==> config.mk <==
export PLATFORM = sky130hd
export DESIGN_NAME = stopwatch_bcd_counter
export DESIGN_NICKNAME = d
export VERILOG_FILES = /design/src/rtl/stopwatch_bcd_counter.sv
export SDC_FILE = /design/constraint.sdc
export NUM_CORES = 1
export LEC_CHECK = 0
export BUFFER_PORTS_ARGS = -buffer_cell sky130_fd_sc_hd__clkbuf_2
export CAP_MARGIN = 30
export CORE_AREA = 8 8 89 91
export DETAILED_ROUTE_END_ITERATION = 10
export DIE_AREA = 0 0 97 99
export GPL_ROUTABILITY_DRIVEN = 0
export PLACE_DENSITY = 0.63
export SYNTH_ARGS = -nofsm -noshare
export SYNTH_HDL_FRONTEND = slang
export SYNTH_SLANG_ARGS = --single-unit
==> constraint.sdc <==
create_clock -name clk -period 2.4 [get_ports clk]
set_clock_uncertainty 0.1 [all_clocks]
set_input_delay 0.12 -clock clk [delete_from_list [all_inputs] [get_ports clk]]
set_output_delay 0.12 -clock clk [all_outputs]
set_load 0.02 [all_outputs]
==> src/rtl/stopwatch_bcd_counter.sv <==
// stopwatch_bcd_counter: centisecond timebase and MM:SS.CC BCD counter with
// start/stop and clear buttons, feeding the per-digit seven-segment decoders.
// Optional lap hold display registers are enabled by defining LAP_HOLD_EN.
module stopwatch_bcd_counter #(
    parameter int CLK_HZ  = 50_000_000,
    parameter int TICK_HZ = 100
) (
    input  logic       clk,
    input  logic       rst_n,
    input  logic       start_stop_btn,
    input  logic       clear_btn,
    input  logic       lap_btn,
    output logic [3:0] cs_ones,
    output logic [3:0] cs_tens,
    output logic [3:0] sec_ones,
    output logic [3:0] sec_tens,
    output logic [3:0] min_ones,
    output logic [3:0] min_tens,
    output logic       running,
    output logic       rollover
);
    localparam int DIV = CLK_HZ / TICK_HZ;
    localparam int PW  = $clog2(DIV);
    localparam logic [PW-1:0] PRESC_MAX = PW'(DIV - 1);

    // Per-digit terminal values, packed {min_tens .. cs_ones}.
    localparam logic [23:0] DIGIT_MAX = 24'h595999;

    localparam logic [1:0] ST_IDLE  = 2'd0;
    localparam logic [1:0] ST_RUN   = 2'd1;
    localparam logic [1:0] ST_PAUSE = 2'd2;

    // One BCD digit step: returns {carry_out, next_digit}.
    function automatic logic [4:0] bcd_inc(input logic [3:0] d, input logic [3:0] dmax,
                                           input logic cin);
        if (!cin)
            return {1'b0, d};
        if (d == dmax)
            return {1'b1, 4'd0};
        return {1'b0, d + 4'd1};
    endfunction

    // Button synchronizers, bit 0 = start/stop, bit 1 = clear.
    logic [1:0]    sync1_q, sync1_d, sync2_q, sync2_d, prev_q, prev_d;
    logic          start_edge, clear_edge;
    logic [1:0]    state_q, state_d;
    logic [PW-1:0] presc_q, presc_d;
    logic [23:0]   count_q, count_d, count_inc;
    logic          running_q, running_d, rollover_q, rollover_d;
    logic          tick, carry, wrap;

    assign tick = (state_q == ST_RUN) && (presc_q == PRESC_MAX);

    // Synchronizer chain and rising-edge detect for start and clear.
    always_comb begin
        sync1_d    = {clear_btn, start_stop_btn};
        sync2_d    = sync1_q;
        prev_d     = sync2_q;
        start_edge = sync2_q[0] & ~prev_q[0];
        clear_edge = sync2_q[1] & ~prev_q[1];
    end

    // BCD ripple cascade; only moves when a centisecond tick occurs.
    always_comb begin
        count_inc = count_q;
        carry     = tick;
        for (int i = 0; i < 6; i++) begin
            {carry, count_inc[4*i +: 4]} = bcd_inc(count_q[4*i +: 4], DIGIT_MAX[4*i +: 4], carry);
        end
        wrap = carry;
    end

    // Run/pause/idle control, prescaler and count next-state.
    always_comb begin
        state_d = state_q;
        presc_d = presc_q;
        count_d = count_q;
        if (state_q == ST_RUN) begin
            presc_d = tick ? '0 : presc_q + PW'(1);
            count_d = count_inc;
        end
        case (state_q)
            ST_IDLE: begin
                if (start_edge)
                    state_d = ST_RUN;
            end
            ST_RUN: begin
                if (start_edge)
                    state_d = ST_PAUSE;
            end
            ST_PAUSE: begin
                // Clear beats a simultaneous start here.
                if (clear_edge) begin
                    state_d = ST_IDLE;
                    presc_d = '0;
                    count_d = '0;
                end else if (start_edge) begin
                    state_d = ST_RUN;
                end
            end
            default: begin
                state_d = ST_IDLE;
                presc_d = '0;
                count_d = '0;
            end
        endcase
        running_d  = (state_d == ST_RUN);
        rollover_d = wrap;
    end

    // Control, count and status registers.
    always_ff @(posedge clk or negedge rst_n) begin
        if (!rst_n) begin
            sync1_q    <= '0;
            sync2_q    <= '0;
            prev_q     <= '0;
            state_q    <= ST_IDLE;
            presc_q    <= '0;
            count_q    <= '0;
            running_q  <= 1'b0;
            rollover_q <= 1'b0;
        end else begin
            sync1_q    <= sync1_d;
            sync2_q    <= sync2_d;
            prev_q     <= prev_d;
            state_q    <= state_d;
            presc_q    <= presc_d;
            count_q    <= count_d;
            running_q  <= running_d;
            rollover_q <= rollover_d;
        end
    end

    assign running  = running_q;
    assign rollover = rollover_q;

`ifdef LAP_HOLD_EN
    logic        lap_s1_q, lap_s1_d, lap_s2_q, lap_s2_d, lap_prev_q, lap_prev_d;
    logic        lap_edge, hold_q, hold_d;
    logic [23:0] disp_q, disp_d;

    // Lap button sync, hold toggle, and display register that freezes while held.
    always_comb begin
        lap_s1_d   = lap_btn;
        lap_s2_d   = lap_s1_q;
        lap_prev_d = lap_s2_q;
        lap_edge   = lap_s2_q & ~lap_prev_q;
        hold_d     = hold_q;
        if ((state_q == ST_RUN) && lap_edge)
            hold_d = ~hold_q;
        if (state_d == ST_IDLE)
            hold_d = 1'b0;
        disp_d = hold_d ? disp_q : count_d;
    end

    // Lap hold registers.
    always_ff @(posedge clk or negedge rst_n) begin
        if (!rst_n) begin
            lap_s1_q   <= 1'b0;
            lap_s2_q   <= 1'b0;
            lap_prev_q <= 1'b0;
            hold_q     <= 1'b0;
            disp_q     <= '0;
        end else begin
            lap_s1_q   <= lap_s1_d;
            lap_s2_q   <= lap_s2_d;
            lap_prev_q <= lap_prev_d;
            hold_q     <= hold_d;
            disp_q     <= disp_d;
        end
    end

    assign {min_tens, min_ones, sec_tens, sec_ones, cs_tens, cs_ones} = disp_q;
`else
    logic unused_lap;
    assign unused_lap = lap_btn;
    assign {min_tens, min_ones, sec_tens, sec_ones, cs_tens, cs_ones} = count_q;
`endif

endmodule

**Word-level counts from Yosys, hierarchy flattened**

Cells that the tools add are included.

- Shifts and indexed selects: 0
- Multiply operators: 0
- Div/mod/pow operators: 0
- $lt $le $gt $ge: 0
- Bitwise logic cells: 4
- Muxes and demuxes: 47
- Add/sub/neg operators: 7
- Equal/unequal tests: 10
- Reduce and logical (&&, ||, !) cells: 3

Operator list:

| cell | count |
|---|---|
| $mux W5 | 24 |
| $mux W19 | 3 |
| $mux W24 | 2 |
| $pmux W24 S2 | 1 |
| $pmux W19 S2 | 1 |
| $add A4 B1 Y4 const B | 6 |
| $add A19 B1 Y19 const B | 1 |
| $eq A19 B19 Y1 const B | 1 |
| $eq A4 B4 Y1 const B | 4 |
| $mux W1 | 12 |
| $eq A4 B3 Y1 const B | 2 |
| $mux W2 | 3 |
| $pmux W2 S3 | 1 |
| $eq A2 B1 Y1 const B | 2 |
| $and A1 B1 Y1 | 2 |
| $eq A2 B2 Y1 const B | 1 |
| $logic_not A2 Y1 | 1 |
| $not A1 Y1 | 2 |
| $reduce_or A2 Y1 | 1 |
| $logic_and A1 B1 Y1 | 1 |

- Input port bits: 5
- Memory bits (read-only): 0
- Flip-flop bits (word level): 53
- Memory bits (writable): 0
- Logic and storage cells: 79
- Memories: 0
- Bits in latches: 0

**Logic depth before layout (Yosys ltp)**

Gate-level depths: netlist of run 1.

- Depth after elaboration: 29
- Depth in mapped cells: 8

**Worst setup path before layout of run 1**

Ideal clock, no wire load.

- Path kind: register -> register
- From: register count_q[0]
- To: register count_q[17]
- Arrival time: 2.136 ns
- Path slack: 0.086 ns
- Cell stages (with the launch flop): 8
- Buffers on the path: 1
- Period minus slack after synthesis: 2.314 ns
- Cells stage by stage: dfrtp_1 > ha_1 > and3b_1 > nand2_1 > or4_4 > buf_6 > or3_1 > a21oi_1

- Cells in the longest elaborated chain, start to end: 12
- Elaborated cells on any way between the ends: 13
- Classes of those cells: eq/ne: 1; mux: 12

Ends and longest elaborated chain:

| item | RTL line | text |
|---|---|---|
| start: declaration | 48 | `logic [23:0] count_q, count_d, count_inc;` |
| start signal: assignment | 128 | `count_q <= count_d;` |
| $eq A4 B4 Y1 * | 38 | `if (d == dmax)` |
| $mux W1 (2 in a row) | 38 |  |
| $mux W5 * | 40 | `return {1'b0, d + 4'd1};` |
| $mux W5 * (5 in a row) | 38 |  |
| $mux W24 * | 78 | `if (state_q == ST_RUN) begin` |
| $mux W24 | 93 | `if (clear_edge) begin` |
| $pmux W24 S2 * | 82 | `case (state_q)` |
| via count_d[17] | 48 |  |

The timed path passes the listed nets; every way through them passes the cells marked *. The select of a mux whose other input is x is not followed.

**Final worst setup path of run 1**

- From: register presc_q[5]
- To: register count_q[7]

- Cells in the longest elaborated chain, start to end: 7

Ends and longest elaborated chain:

| item | RTL line | text |
|---|---|---|
| start: declaration | 47 | `logic [PW-1:0] presc_q, presc_d;` |
| start signal: assignment | 127 | `presc_q <= presc_d;` |
| $eq A19 B19 Y1 * | 52 | `assign tick = (state_q == ST_RUN) && (presc_q == PRESC_MAX);` |
| $logic_and A1 B1 Y1 * | 52 |  |
| $mux W5 * (2 in a row) | 38 |  |
| $mux W24 * | 78 |  |
| $mux W24 | 93 |  |
| $pmux W24 S2 * | 82 |  |
| via count_d[7] | 48 |  |

The timed path passes the listed nets; every way through them passes the cells marked *.

==> results of run 1 <==
[logic make-up (layout without fill, tap and decap cells)]
family | after synthesis | after routing
simple gates | 137 | 137
buf+inv | 21 | 67
flops | 53 | 53
xor+xnor | 21 | 21
fa+ha+maj | 13 | 13
mux | 10 | 10
compound gates | 33 | 33
[sequential cells by signal, indices dropped and copies added (netlist names)]
register / flops
state_q: 2
rollover: 1
prev_d: 2
prev_q: 2
presc_q: 19
running: 1
sync1_q: 2
count_q: 24
[per-stage QoR]
step	setup slack, ns	utilization, %	hold WS (ns)
detailed placement	0.181	48.4	-0.0845
finish	0.229	50.6	0.138
floorplan	0.0857	-	-0.276
global route	0.0434	50.6	0.155
global placement	0.234	48.4	-0.0906
CTS	0.146	50.6	0.136
[where the power goes]
group | switching [uW] | internal, uW
Clock | 292 | 314
Combinational | 401 | 276
Sequential | 128 | 1010
Total | 821 | 1600
[layout make-up]
| cell class | count | share of cell area, % |
|---|---|---|
| Clock inverter | 2 | 1.17 |
| Tap cell | 80 | 3.01 |
| Multi-Input combinational cell | 214 | 42.8 |
| Sequential cell | 53 | 39.9 |
| Timing Repair Buffer | 48 | 9.64 |
| Inverter | 11 | 1.24 |
| Clock buffer | 6 | 2.18 |
[path summary, 6_finish.rpt]
path | to | slack [ns]
max | count_q[7] | 0.23
min | count_q[22] | 0.14
max reg2reg | count_q[7] | 0.23
min reg2reg | prev_d[0] | 0.26
max in group asynchronous | presc_q[8] | 1.54
min in group clk | prev_d[0] | 0.26
[repair_timing]
action | in CTS | in global routing
gates resized for setup | 0 | 1
endpoints found under the setup margin | 0 | 1
hold buffers | 3 | 0
hold endpoints to repair | 55 | 0
setup buffers | 0 | 0
[layout by cell type, fill, tap and decap left out, types with 2 or more instances in the layout]
master         instances
a211oi_1               2
a21boi_0               2
a21oi_1                7
and3_1                 4
and3b_1                6
and4b_1                2
buf_12                 2
buf_4                 14
clkbuf_2              29
clkbuf_8               5
dfrtp_1               53
dlygate4sd3_1          3
ha_1                  13
inv_1                 11
mux2i_1                9
nand2_1               29
nand2b_1               2
nand3_1                9
nand3b_1               4
nand4_1                9
nor2_1                37
nor2b_1                2
nor3_1                 7
nor4_1                 7
nor4_2                 2
nor4bb_1               2
o211ai_1               3
o21ai_0                9
o31ai_1                2
or3_1                  7
xnor2_1               10
xor2_1                11
[worst max-delay path: stages (launching register included)]
cell and delay, ns:
dfrtp_1 0.44, nor4bb_1 0.31, nand4_1 0.19, buf_4 0.23, nor4_2 0.28, mux2i_1 0.11
a2111oi_1 0.39
[layer usage]
metal  share of wire [%]  up-vias  GRT usage, %  wire [um]
li1                    -     1103             -          -
met1                  49     1110          16.7       2870
met2                  48       31          21.9       2820
met3                 2.1        4          2.66        123
met4                0.97        0          3.91         57
met5                   0        -             0          0
==> metrics.txt, run 1 <==
Ant. Diodes 0; crit end category register; maximum net fanout on the critical path 12; RR Startpoint presc_q[5]; Boundary Pins 31; Routed Antenna Nets 0; Synthesized Nets about 300; Synth Area in Adders ~5.7%; Max Cap Viol 0; placed inst area approximately 0.0032 mm^2; number of cells on the worst reg-to-reg path 6; global route total overflow 0; Synth Area per Inst between 9 and 10 um^2; DR vias between 2000 and 2500; pin count of the biggest net entering global routing 45; drt total wl roughly 5900 um; Synth Area in XOR/XNOR about 6.5%; Tot Pwr between 2000 and 2500 uW; number of flops mapped to enable cells by yosys 0; DR WL/cell about 14 um; die area around 0.0096 mm^2; # clock sinks 53; Worst setup startpoint presc_q[5]; Clk Latency, worst-skew pair 0.30 ns; Syn Inst Count 288; Synth Area in Compound Gates under 10%; cell taking the most area after synthesis dfrtp_1; clock buffer depth 2; Layout Area Growth over Synthesis 17.1%; largest family of logic cells by synthesized area simple AND/OR/NAND/NOR gates; CP Data Required Time between 2 and 2.5 ns; Peak VDD IR around 0.5 mV; startpoint types register; first-pass GRT wire length 10800 um; unrepaired setup endpoints after global routing no; vias in the first global route around 2300; Die X 97 um; hpwl dp roughly 4300 um; vias per cell about 5.4; CTS root buf clkbuf_8; max-slew violations 0; cell leakage power approximately 0.0016 uW; # DRC 0; starting density of the core 43.2%; simple-gate share of the synthesized area approximately a quarter; Iter 0 DRT Violations 84; Fin Setup TNS 0 ns; # rows 30; layout cells sized above 1 a little under a fifth; pwr dens approximately 730 mW/mm^2; status finished, final reports clean; FF/Latch Area between 0.001 and 0.0015 mm^2; register area share after synthesis about 47%; Post-Layout Cell Count 414; drt first pass iters 4; final hold vios 0; Max Clk Rate roughly 460 MHz; Post-synth top cells dfrtp_1 (53), nor2_1 (37), nand2_1 (29); Main synth FF type dfrtp_1; arrival time at the worst endpoint 2.26 ns; initial antenna violation count 0; Seq cells post-synth 53; Die H roughly 100 um; multi-input gate area in the final layout between 0.001 and 0.0015 mm^2; FILL cells 641; Synth top area share ~47%; # port buffers 29; GRT Util Overall about an eighth; HP Class in -> async; Synth area leaders dfrtp_1 (47%), ha_1 (5.7%), nor2_1 (4.9%); CTS clk-pin slew, worst paths 0.10 ns; Synth Warn # 0; Netlist cell types 47; worst slew pin tran 0.569 ns; minimum clock period 2.17 ns; CTS tree done; Setup CP Type reg -> reg; Core Box Area ~0.0066 mm^2; fin crit share around nine tenths; Async SR Flop Fraction 100%; total CTS buffers 5; htree depth 2; final instance area between 0.003 and 0.004 mm^2; Inst Count DP 403; final setup vio count 0; mux contribution to synthesized area between 3 and 4%; Layout Nets between 300 and 400; count leader, synth dfrtp_1; post-synthesis cell area 0.00284 mm^2; Max-slew headroom between 60% and 70%
Note: power is estimated with default switching activity, not from simulation.
==> run 2, diff against run 1 <==
- REMOVE_ABC_BUFFERS: unset -> 1
==> run 2 against run 1 <==
Compared with the run above:
- clock-buffer cell count fell by 1
- critical endpoint is now count_q[17]
- flip-flop and latch count did not move
- critical path type unchanged
- highest routed layer unchanged
- sequential power barely moved
- worst setup slack got worse by 0.090 ns
- global-route usage barely moved
- combinational power fell by 1%
- die area did not move
- critical path depth did not move
- via count fell by 1.7%
- cell count fell by 0.24%
- fmax fell by 4.0%
- clock power fell by 13%
==> metrics.txt, run 2 (synthesis results as in run 1) <==
Core Box Area 0.00657 mm^2 (unchanged); die area 0.00960 mm^2 (unchanged); Iter 0 DRT Violations 99 (+18%); Worst setup endpoint count_q[17]; final setup vio count 0 (unchanged); initial antenna violation count 0 (unchanged); number of cells on the worst reg-to-reg path 6 (unchanged); htree depth 2 (unchanged); pin count of the biggest net entering global routing 34 (-24%); startpoint types register; R2R Setup Slk 0.14 ns (-0.09 ns); crit end category register; CP Data Required Time 2.54 ns (+0.05 ns); highest metal used met4; Layout Nets 350 (-0.28%); Fin Setup TNS 0 ns (unchanged); RR Startpoint presc_q[0]; Biggest register count_q; # rows 30 (unchanged); CTS tree done; DR vias 2210 (-1.7%); WL met2 2910 um (+3.2%); Die X 97 um (unchanged); vias per cell 5.35 (-1.5%); worst slew pin tran 0.920 ns (+0.351 ns); DR WL/cell 15.0 um (+5.7%); pwr dens 713 mW/mm^2 (-2.1%); critical path's slowest cell or4_4; Setup CP Type reg -> reg; minimum clock period 2.26 ns (+0.0900 ns); Max Clk Rate 442 MHz (-4.0%); # DRC 0 (unchanged); unrepaired setup endpoints after global routing no; GRT Util Overall 13.1% (-0.038 points); WL met1 3040 um (+6.2%); Layout Area Growth over Synthesis 15.7%; CP Cell Sequence ha_1, nand2_1, or2_4, or4_4, or3_1, a21oi_1; CTS root buf clkbuf_8; first-pass GRT wire length 10600 um (-1.1%); top flop regs count_q x24, presc_q x19; total CTS buffers 5 (unchanged); max-slew violations 0 (unchanged); Max Cap Viol 0 (unchanged); arrival time at the worst endpoint 2.40 ns (+0.14 ns); layout cells sized above 1 18.9% (+0.66 points); hpwl dp 4360 um (+1.5%); status finished, final reports clean; cell leakage power 0.00155 uW (-1.3%); drt first pass iters 4 (unchanged); Peak VDD IR 0.411 mV (-16%); Worst R2R End count_q[17]; vias in the first global route 2278 (-0.35%); Ant. Diodes 0 (unchanged); Routed Antenna Nets 0 (unchanged); drt total wl 6190 um (+5.4%); # clock sinks 53 (unchanged); clock buffer depth 2 (unchanged); global route total overflow 0 (unchanged); Boundary Pins 31 (unchanged); fin crit share 94.2% (+3.8 points); Final Core Density 50.0% (-0.63 points); Clk Latency, worst-skew pair 0.31 ns (about the same); max reg flops 24 (unchanged); Die H 99 um (unchanged); most common cell after layout, fill and taps aside dfrtp_1; maximum net fanout on the critical path 10 (-2); starting density of the core 43.2% (unchanged); setup bufs post-CTS 0 (unchanged); final hold vios 0 (unchanged); CTS clk-pin slew, worst paths 0.11 ns (about the same); commonest non-fill, non-tap cells in the layout dfrtp_1 (53), nor2_1 (37), nand2_1 (29), clkbuf_2 (29), buf_4 (15); Critical Path Max Stage Delay 0.54 ns (+0.10 ns); met3 WL 133 um (+8.1%); Worst setup startpoint presc_q[0]; Max-slew headroom 38.4% (-23 points); # port buffers 29 (unchanged); HP Class reg -> reg
[run 2: power breakdown]
part / leakage [uW] / internal (uW) / switching (uW)
clock: 0.0000445 / 208 / 318
combinational: 0.000795 / 262 / 405
sequential: 0.000707 / 1010 / 138
total: 0.00155 / 1480 / 862
[run 2: final cells by class]
class / count / area (um^2)
multi-input cells: 214 / 1440
repair buffers: 47 / 288
clock inverters: 3 / 21.3
well taps: 80 / 100
clock buffers: 5 / 68.8
flip-flops and latches: 53 / 1330
inverters: 11 / 41.3
fillers: 598 / 3290
[run 2: worst min path at each step]
stage / startpoint / cells after the start / endpoint
after global placement: start_stop_btn / 1 / sync1_q[0]
after CTS: sync1_q[0] / 0 / prev_d[0]
final: sync1_q[0] / 0 / prev_d[0]
after detailed placement: clear_btn / 1 / sync1_q[1]
after floorplan: rst_n / 0 / count_q[0]
after global routing: sync1_q[0] / 0 / prev_d[0]
[run 2: repair_timing]
item / CTS / global route
hold buffers: 3 / 0
setup endpoints to repair: 0 / 4
resized for setup: 0 / 3
hold endpoints to repair: 33 / 0
[run 2: critical path: cells and delay by family (launching register included)]
kind	cells	cell delay [ns]
adders and majority gates	1	0.22
AOI/OAI and AO/OA	1	0.15
DFF	1	0.41
and+or+nand+nor	4	1.30
[run 2: metrics by stage]
stage	area, um^2	total power, uW	setup WS, ns	hold slack (ns)	cells
global route	3280	2480	0.0190	0.267	413
global placement	3150	1800	0.202	0.128	402
detailed placement	3150	1820	0.179	0.130	402
finish	3280	2340	0.139	0.257	413
floorplan	2790	1570	0.00928	-0.276	278
CTS	3270	2360	0.150	0.261	413
[run 2: metal layers]
layer	up-vias	track usage, %
met5	-	0
met4	0	4.85
met3	10	2.59
met2	29	20.9
met1	1071	17.1
li1	1100	-
